[src/rtl/cursor_pkg.sv]
// rtl/cursor_pkg.sv - ASCII codes and history entry type shared by the cursor tracker
// Contents: control/printable ASCII constants, hist_entry_t (row, col) for the backspace history.
package cursor_pkg;

    localparam logic [7:0] BS       = 8'h08;
    localparam logic [7:0] LF       = 8'h0A;
    localparam logic [7:0] CR       = 8'h0D;
    localparam logic [7:0] SP       = 8'h20;
    localparam logic [7:0] PRINT_LO = 8'h20;
    localparam logic [7:0] PRINT_HI = 8'h7E;

    // Fields are 8 bits so any grid up to 256x256 fits; the tracker zero-extends into them.
    typedef struct packed {
        logic [7:0] row;
        logic [7:0] col;
    } hist_entry_t;

endpackage

[src/rtl/cursor_tracker_if.sv]
// rtl/cursor_tracker_if.sv - keyboard, replay and character-RAM write bundle of the cursor tracker
// Signals: ready/res_ascii (keyboard), put_back/back_ascii (replay), loc_x/loc_y (cursor),
// wren/wr_x/wr_y/wr_data (RAM write), hist_empty, scroll (only with CURSOR_SCROLL_EN).
// Modports: master = tracker side, slave = environment side.
interface cursor_tracker_if #(
    parameter int ROWS = 30,
    parameter int COLS = 70
);
    localparam int RW = $clog2(ROWS);
    localparam int CW = $clog2(COLS);

    logic          ready;
    logic [7:0]    res_ascii;
    logic          put_back;
    logic [7:0]    back_ascii;
    logic [RW-1:0] loc_x;
    logic [CW-1:0] loc_y;
    logic          wren;
    logic [RW-1:0] wr_x;
    logic [CW-1:0] wr_y;
    logic [7:0]    wr_data;
    logic          hist_empty;
`ifdef CURSOR_SCROLL_EN
    logic          scroll;

    modport master (
        input  ready, res_ascii, put_back, back_ascii,
        output loc_x, loc_y, wren, wr_x, wr_y, wr_data, hist_empty, scroll
    );
    modport slave (
        output ready, res_ascii, put_back, back_ascii,
        input  loc_x, loc_y, wren, wr_x, wr_y, wr_data, hist_empty, scroll
    );
`else
    modport master (
        input  ready, res_ascii, put_back, back_ascii,
        output loc_x, loc_y, wren, wr_x, wr_y, wr_data, hist_empty
    );
    modport slave (
        output ready, res_ascii, put_back, back_ascii,
        input  loc_x, loc_y, wren, wr_x, wr_y, wr_data, hist_empty
    );
`endif
endinterface

[src/rtl/cursor_hist_stack.sv]
// rtl/cursor_hist_stack.sv - circular LIFO of cursor positions used for backspace
// Ports: clk, clear (sync, active-high), push/push_data, pop/pop_data (combinational from top),
// empty, full, count. A push when full overwrites the oldest entry; count saturates at DEPTH.
module cursor_hist_stack
    import cursor_pkg::*;
#(
    parameter int DEPTH = 32
) (
    input  logic                   clk,
    input  logic                   clear,
    input  logic                   push,
    input  hist_entry_t            push_data,
    input  logic                   pop,
    output hist_entry_t            pop_data,
    output logic                   empty,
    output logic                   full,
    output logic [$clog2(DEPTH):0] count
);
    localparam int AW = $clog2(DEPTH);
    localparam int NW = AW + 1;

    hist_entry_t   mem [DEPTH];
    logic [AW-1:0] top;     // next free slot; wraps, so at full it points at the oldest entry

    assign pop_data = mem[top - AW'(1)];
    assign empty    = (count == '0);
    assign full     = (count == NW'(DEPTH));

    always_ff @(posedge clk) begin
        if (clear) begin
            top   <= '0;
            count <= '0;
        end else if (push) begin
            top <= top + AW'(1);
            if (!full) begin
                count <= count + NW'(1);
            end
        end else if (pop && !empty) begin
            top   <= top - AW'(1);
            count <= count - NW'(1);
        end
    end

    always_ff @(posedge clk) begin
        if (push && !clear) begin
            mem[top] <= push_data;
        end
    end

endmodule

[src/rtl/cursor_tracker.sv]
// rtl/cursor_tracker.sv - text cursor tracker producing character-RAM writes with backspace history
// Ports: clk, clear (sync, active-high), bus (cursor_tracker_if.master).
// Option: CURSOR_SCROLL_EN - row advance past the last row holds the row, pulses scroll and clears history.
module cursor_tracker
    import cursor_pkg::*;
#(
    parameter int ROWS       = 30,
    parameter int COLS       = 70,
    parameter int LMARGIN    = 10,
    parameter int HIST_DEPTH = 32
) (
    input logic             clk,
    input logic             clear,
    cursor_tracker_if.master bus
);
    localparam int RW = $clog2(ROWS);
    localparam int CW = $clog2(COLS);
    localparam logic [RW-1:0] ROW_LAST  = RW'(ROWS - 1);
    localparam logic [CW-1:0] COL_LAST  = CW'(COLS - 1);
    localparam logic [CW-1:0] COL_FIRST = CW'(LMARGIN);

    logic          ready_q, put_back_q;
    logic [RW-1:0] row_q, row_d;
    logic [CW-1:0] col_q, col_d;
    logic          wren_q, wren_d;
    logic [RW-1:0] wr_x_q, wr_x_d;
    logic [CW-1:0] wr_y_q, wr_y_d;
    logic [7:0]    wr_data_q, wr_data_d;

    logic          ready_rise, pb_rise;
    logic          take, from_kb, adv;
    logic [7:0]    ch;
    logic          push, pop, hist_clr;
    hist_entry_t   push_data, pop_data;
    logic          hist_empty, hist_full;
    logic [$clog2(HIST_DEPTH):0] hist_count;
    logic          unused_bits;

`ifdef CURSOR_SCROLL_EN
    logic          scroll_d, scroll_q;
`endif

    assign ready_rise = bus.ready & ~ready_q;
    assign pb_rise    = bus.put_back & ~put_back_q;
    assign push_data  = '{row: 8'(row_q), col: 8'(col_q)};

    always_comb begin
        row_d     = row_q;
        col_d     = col_q;
        wren_d    = 1'b0;
        wr_x_d    = wr_x_q;
        wr_y_d    = wr_y_q;
        wr_data_d = wr_data_q;
        push      = 1'b0;
        pop       = 1'b0;
        adv       = 1'b0;
        take      = 1'b0;
        from_kb   = 1'b0;
        ch        = bus.res_ascii;
`ifdef CURSOR_SCROLL_EN
        scroll_d  = 1'b0;
`endif
        // A keystroke edge pre-empts replay; the replay character of that cycle is dropped.
        if (ready_rise) begin
            take    = 1'b1;
            from_kb = 1'b1;
        end else if (pb_rise) begin
            col_d = COL_FIRST;
        end else if (bus.put_back) begin
            take = 1'b1;
            ch   = bus.back_ascii;
        end

        if (take) begin
            if (ch == BS) begin
                if (from_kb && !hist_empty) begin
                    pop       = 1'b1;
                    row_d     = pop_data.row[RW-1:0];
                    col_d     = pop_data.col[CW-1:0];
                    wren_d    = 1'b1;
                    wr_x_d    = pop_data.row[RW-1:0];
                    wr_y_d    = pop_data.col[CW-1:0];
                    wr_data_d = SP;
                end
            end else if (ch == LF) begin
                push = from_kb;
                adv  = 1'b1;
            end else if (ch == CR) begin
                col_d = COL_FIRST;
            end else if (ch >= PRINT_LO && ch <= PRINT_HI) begin
                wren_d    = 1'b1;
                wr_x_d    = row_q;
                wr_y_d    = col_q;
                wr_data_d = ch;
                push      = from_kb;
                if (col_q == COL_LAST) begin
                    adv = 1'b1;
                end else begin
                    col_d = col_q + CW'(1);
                end
            end
        end

        if (adv) begin
            col_d = COL_FIRST;
            if (row_q == ROW_LAST) begin
`ifdef CURSOR_SCROLL_EN
                row_d    = row_q;
                scroll_d = 1'b1;
`else
                row_d    = '0;
`endif
            end else begin
                row_d = row_q + RW'(1);
            end
        end
    end

`ifdef CURSOR_SCROLL_EN
    // Stored positions refer to pre-scroll rows, so they are discarded on scroll.
    assign hist_clr = clear | scroll_d;
`else
    assign hist_clr = clear;
`endif

    always_ff @(posedge clk) begin
        if (clear) begin
            // Loading the live levels means an input held high through reset makes no edge.
            ready_q    <= bus.ready;
            put_back_q <= bus.put_back;
            row_q      <= '0;
            col_q      <= COL_FIRST;
            wren_q     <= 1'b0;
            wr_x_q     <= '0;
            wr_y_q     <= '0;
            wr_data_q  <= '0;
        end else begin
            ready_q    <= bus.ready;
            put_back_q <= bus.put_back;
            row_q      <= row_d;
            col_q      <= col_d;
            wren_q     <= wren_d;
            wr_x_q     <= wr_x_d;
            wr_y_q     <= wr_y_d;
            wr_data_q  <= wr_data_d;
        end
    end

`ifdef CURSOR_SCROLL_EN
    always_ff @(posedge clk) begin
        if (clear) begin
            scroll_q <= 1'b0;
        end else begin
            scroll_q <= scroll_d;
        end
    end
    assign bus.scroll = scroll_q;
`endif

    cursor_hist_stack #(.DEPTH(HIST_DEPTH)) u_hist (
        .clk       (clk),
        .clear     (hist_clr),
        .push      (push),
        .push_data (push_data),
        .pop       (pop),
        .pop_data  (pop_data),
        .empty     (hist_empty),
        .full      (hist_full),
        .count     (hist_count)
    );

    assign unused_bits = ^{pop_data, hist_full, hist_count};

    assign bus.loc_x      = row_q;
    assign bus.loc_y      = col_q;
    assign bus.wren       = wren_q;
    assign bus.wr_x       = wr_x_q;
    assign bus.wr_y       = wr_y_q;
    assign bus.wr_data    = wr_data_q;
    assign bus.hist_empty = hist_empty;

endmodule

[src/flat_wrapper.sv]
// flat-port wrapper written by rule: the top's interface ports become plain ports
module cursor_tracker_flat import cursor_pkg::*;
#(
    parameter int ROWS       = 30,
    parameter int COLS       = 70,
    parameter int LMARGIN    = 10,
    parameter int HIST_DEPTH = 32
)
  (clk, clear, bus_ready, bus_res_ascii, bus_put_back, bus_back_ascii, bus_loc_x, bus_loc_y, bus_wren, bus_wr_x, bus_wr_y, bus_wr_data, bus_hist_empty);
  cursor_tracker_if #(.ROWS(ROWS), .COLS(COLS)) bus_i ();
  input logic clk;
  input logic clear;
  input wire logic [$bits(bus_i.ready)-1:0] bus_ready;
  input wire logic [$bits(bus_i.res_ascii)-1:0] bus_res_ascii;
  input wire logic [$bits(bus_i.put_back)-1:0] bus_put_back;
  input wire logic [$bits(bus_i.back_ascii)-1:0] bus_back_ascii;
  output wire logic [$bits(bus_i.loc_x)-1:0] bus_loc_x;
  output wire logic [$bits(bus_i.loc_y)-1:0] bus_loc_y;
  output wire logic [$bits(bus_i.wren)-1:0] bus_wren;
  output wire logic [$bits(bus_i.wr_x)-1:0] bus_wr_x;
  output wire logic [$bits(bus_i.wr_y)-1:0] bus_wr_y;
  output wire logic [$bits(bus_i.wr_data)-1:0] bus_wr_data;
  output wire logic [$bits(bus_i.hist_empty)-1:0] bus_hist_empty;
  assign bus_i.ready = bus_ready;
  assign bus_i.res_ascii = bus_res_ascii;
  assign bus_i.put_back = bus_put_back;
  assign bus_i.back_ascii = bus_back_ascii;
  assign bus_loc_x = bus_i.loc_x;
  assign bus_loc_y = bus_i.loc_y;
  assign bus_wren = bus_i.wren;
  assign bus_wr_x = bus_i.wr_x;
  assign bus_wr_y = bus_i.wr_y;
  assign bus_wr_data = bus_i.wr_data;
  assign bus_hist_empty = bus_i.hist_empty;
  cursor_tracker #(.ROWS(ROWS), .COLS(COLS), .LMARGIN(LMARGIN), .HIST_DEPTH(HIST_DEPTH)) u_core (.clk(clk), .clear(clear), .bus(bus_i));
endmodule
[config.mk]
export PLATFORM = sky130hd
export DESIGN_NAME = cursor_tracker_flat
export DESIGN_NICKNAME = d
export VERILOG_FILES = /design/src/rtl/cursor_pkg.sv /design/src/rtl/cursor_tracker_if.sv /design/src/rtl/cursor_hist_stack.sv /design/src/rtl/cursor_tracker.sv /design/src/flat_wrapper.sv
export SDC_FILE = /design/constraint.sdc
export NUM_CORES = 1
export LEC_CHECK = 0
export CORE_MARGIN = 2
export CORE_UTILIZATION = 35
export CTS_BUF_LIST = sky130_fd_sc_hd__clkbuf_8
export CTS_CLUSTER_DIAMETER = 40
export DETAILED_ROUTE_END_ITERATION = 8
export MAX_ROUTING_LAYER = met4
export PLACE_DENSITY_LB_ADDON = 0.3
export SYNTH_ARGS = -nofsm -noshare
export SYNTH_HDL_FRONTEND = slang
export SYNTH_SLANG_ARGS = --single-unit
[constraint.sdc]
create_clock -name clk -period 4.3 [get_ports clk]
set_input_delay 1.29 -clock clk [delete_from_list [all_inputs] [get_ports clk]]
set_output_delay 1.29 -clock clk [all_outputs]
set_load 0.01 [all_outputs]
==> metrics, run 1 <==
status=finished clean; layout cells sized above 1=25.6%; Hold Startpoint=u_core.bus.wr_y[0]$_SDFFE_PP0P_; number of global-route vias before repair=10300; slowest CP cell=clkdlybuf4s50_1; clk root buf=clkbuf_8; PwrDens=418 nW/um2; CTS Hold Buffers Added=0; Buffers on Ports=53; CP peak stage delay=620 ps; syn avg cell area=17.7 um2; final hold vios=0; number of synthesized flops with an enable pin=384; synthesis-stage register bit count=430; Syn Inst Count=1007; non-filler instance count after layout=1923; Critical Path RT=3010 ps; setup_tns=0 ps; WS Path Type=reg2out; Antenna diodes=0; Inst Count DP=1792; final wirelength=44900 um; top post-synthesis cells by area=edfxtp_1 65%, mux4_2 11%, dfxtp_1 5.2%, mux4_1 3.1%, nor2_1 1.8%; number of max-cap violations=0; Clock Skews=35.1 ps; Final Slew Violations=0; Die W=230 um; final setup fails=0; setup bufs post-CTS=0; Final min period=3770 ps; Tot GR Track Use=17.6%; Worst-path clk slew=60 ps; period utilization=87.7%; total gr overflow=0; HPWL Detailed=28600 um; TritonCTS clock tree=yes; Seq/Total Area, Yosys=69.8%; met3 WL post-DR=3070 um; DRC=0; # nets final=1232; Post-Route M1 WL=21000 um; Pre-antenna DRT Iters=7; io pins=54; area share of the largest cell type after synthesis=64.7%; RSZ-0062 raised after global routing=no; crit end category=output port; CTS Buf Count=76; Critical Path Fanout Max=4; H-tree levels=3; asr flop ratio synth=0%; min-delay worst type=reg2reg; slew at the pin with the worst max-slew slack=989 ps; Max VDD drop=0.000187 V; clock sinks=430; Site Rows=82; worst slack, placed=-89.9 ps; die area=52800 um2; Setup WS post-layout=529 ps; Critical R2R Launch=u_core.u_hist.top[1]$_SDFFE_PP0P_; Main synth FF type=edfxtp_1; Post-Route Utilization=42.6%; largest net degree at the start of global routing=102; GPL Wtd Cong=0.874; Peak Freq=265 MHz; syn_nets=1041; remaining antenna violation count=0; die height=230 um; via count=10200; most frequent cells in the layout=384 x edfxtp_1, 90 x buf_4, 86 x mux4_2; commonest non-fill, non-tap cell in the layout=edfxtp_1; crit path DAT=2480 ps; first-pass GRT wire length=66900 um; Initial Util=35.5%; clk buf depth=3; Worst-Skew Late Latency=640 ps; initial antenna violation count=0; post-synth top area cell=edfxtp_1; cts repair resizes=0; DR WL/cell=23.4 um; leakage power=0.00733 uW; Vias/cell=5.33; Worst slew margin=33.8%; crit-path cells=or4_1 > nor3_1 > clkdlybuf4s50_1; final hold slack=459 ps; Iter 0 DRT Violations=1070; Max Used Layer=met4; Ys Warns=0; CP startpoint kind=register; Netlist Area Pre-Place=17800 um2; number of library cell types mapped by synthesis=70; Filler Cell Count=4524; Area growth syn-to-layout=20.2%; met2 routed WL=20000 um; CP Launch Point=u_core.u_hist.count[0]$_SDFFE_PP0P_; Core Footprint=50300 um2
## synth_stat cells, drive strengths merged, types with 10 or more instances
cell type  number
inv            14
edfxtp        384
nor2           87
dfxtp          46
ha             13
buf            32
a311oi         12
mux2i          17
nand3          22
a32oi          11
a21oi          27
xnor2          10
o21ai          17
nand2          73
clkbuf         16
mux4          107
## layout make-up
class | count | area (um2) | area share (%)
clock buffers | 80 | 1100 | 5.14
repair buffers | 161 | 1570 | 7.31
flip-flops and latches | 430 | 12500 | 58.1
inverters | 14 | 52.6 | 0.245
well taps | 672 | 841 | 3.92
multi-input cells | 515 | 5020 | 23.4
clock inverters | 51 | 392 | 1.83
## power by group
group          leakage, uW  internal [uW]  total, uW  switching [uW]
clock             0.000820           2040       3710            1670
combinational      0.00237            280        662             382
sequential         0.00414           4550       4580            34.5
## per-layer routing
metal | vias to the layer above | track usage [%]
li1 | 4492 | -
met4 | 0 | 5.26
met3 | 63 | 3.06
met2 | 377 | 25.6
met5 | - | -
met1 | 5312 | 25.4
## through the flow
step | total power, uW | area [um2]
floorplan | 5070 | 17800
global placement | 5330 | 19900
detailed placement | 5330 | 19900
CTS | 9050 | 21400
global route | 9280 | 21400
finish | 8950 | 21400
## flip-flops by register name, summed over array words and instances (netlist names)
name and flops:
u_core.put_back_q 1, u_core.bus.wr_y 7, u_core.bus.wr_x 5, u_core.bus.loc_y 7, u_core.bus.wren 1, u_core.bus.loc_x 5
u_core.u_hist.mem 384, u_core.u_hist.top 5, u_core.u_hist.count 6, u_core.ready_q 1, u_core.bus.wr_data 8
## cells by family (layout without fill, tap and decap cells)
family	count (synthesis)	in the layout	synth area share, %
xor+xnor	14	14	0.687
compound gates	118	118	4.88
mux	129	129	15.2
flops	430	430	69.8
simple gates	240	240	6.29
buf+inv	62	306	2.08
fa+ha+maj	14	14	1.02
## worst paths after layout
path / to / slack [ps] / cells after the start
hold reg to reg: u_core.bus.wr_y[0]$_SDFFE_PP0P_ / 460 / 2
setup reg to reg: u_core.bus.loc_x[3]$_SDFFE_PP0P_ / 560 / 8
hold / removal: u_core.bus.wr_y[0]$_SDFFE_PP0P_ / 460 / 2
setup / recovery: bus_hist_empty / 530 / 3
## critical path, delay by kind of cell (launching register included)
family / cells / cell delay (ps)
flops: 1 / 340
simple gates: 2 / 900
buf+inv: 1 / 620
No activity file was read; power rests on OpenSTA's default activity.
==> run 2, diff against run 1 <==
--- a/config.mk
+++ b/config.mk
@@ -12,6 +12,7 @@
 export DETAILED_ROUTE_END_ITERATION = 8
 export MAX_ROUTING_LAYER = met4
 export PLACE_DENSITY_LB_ADDON = 0.3
+export SLEW_MARGIN = 20
 export SYNTH_ARGS = -nofsm -noshare
 export SYNTH_HDL_FRONTEND = slang
 export SYNTH_SLANG_ARGS = --single-unit
==> results of run 2 <==
No change in the layout: final DEF, timing and power equal those of run 1.
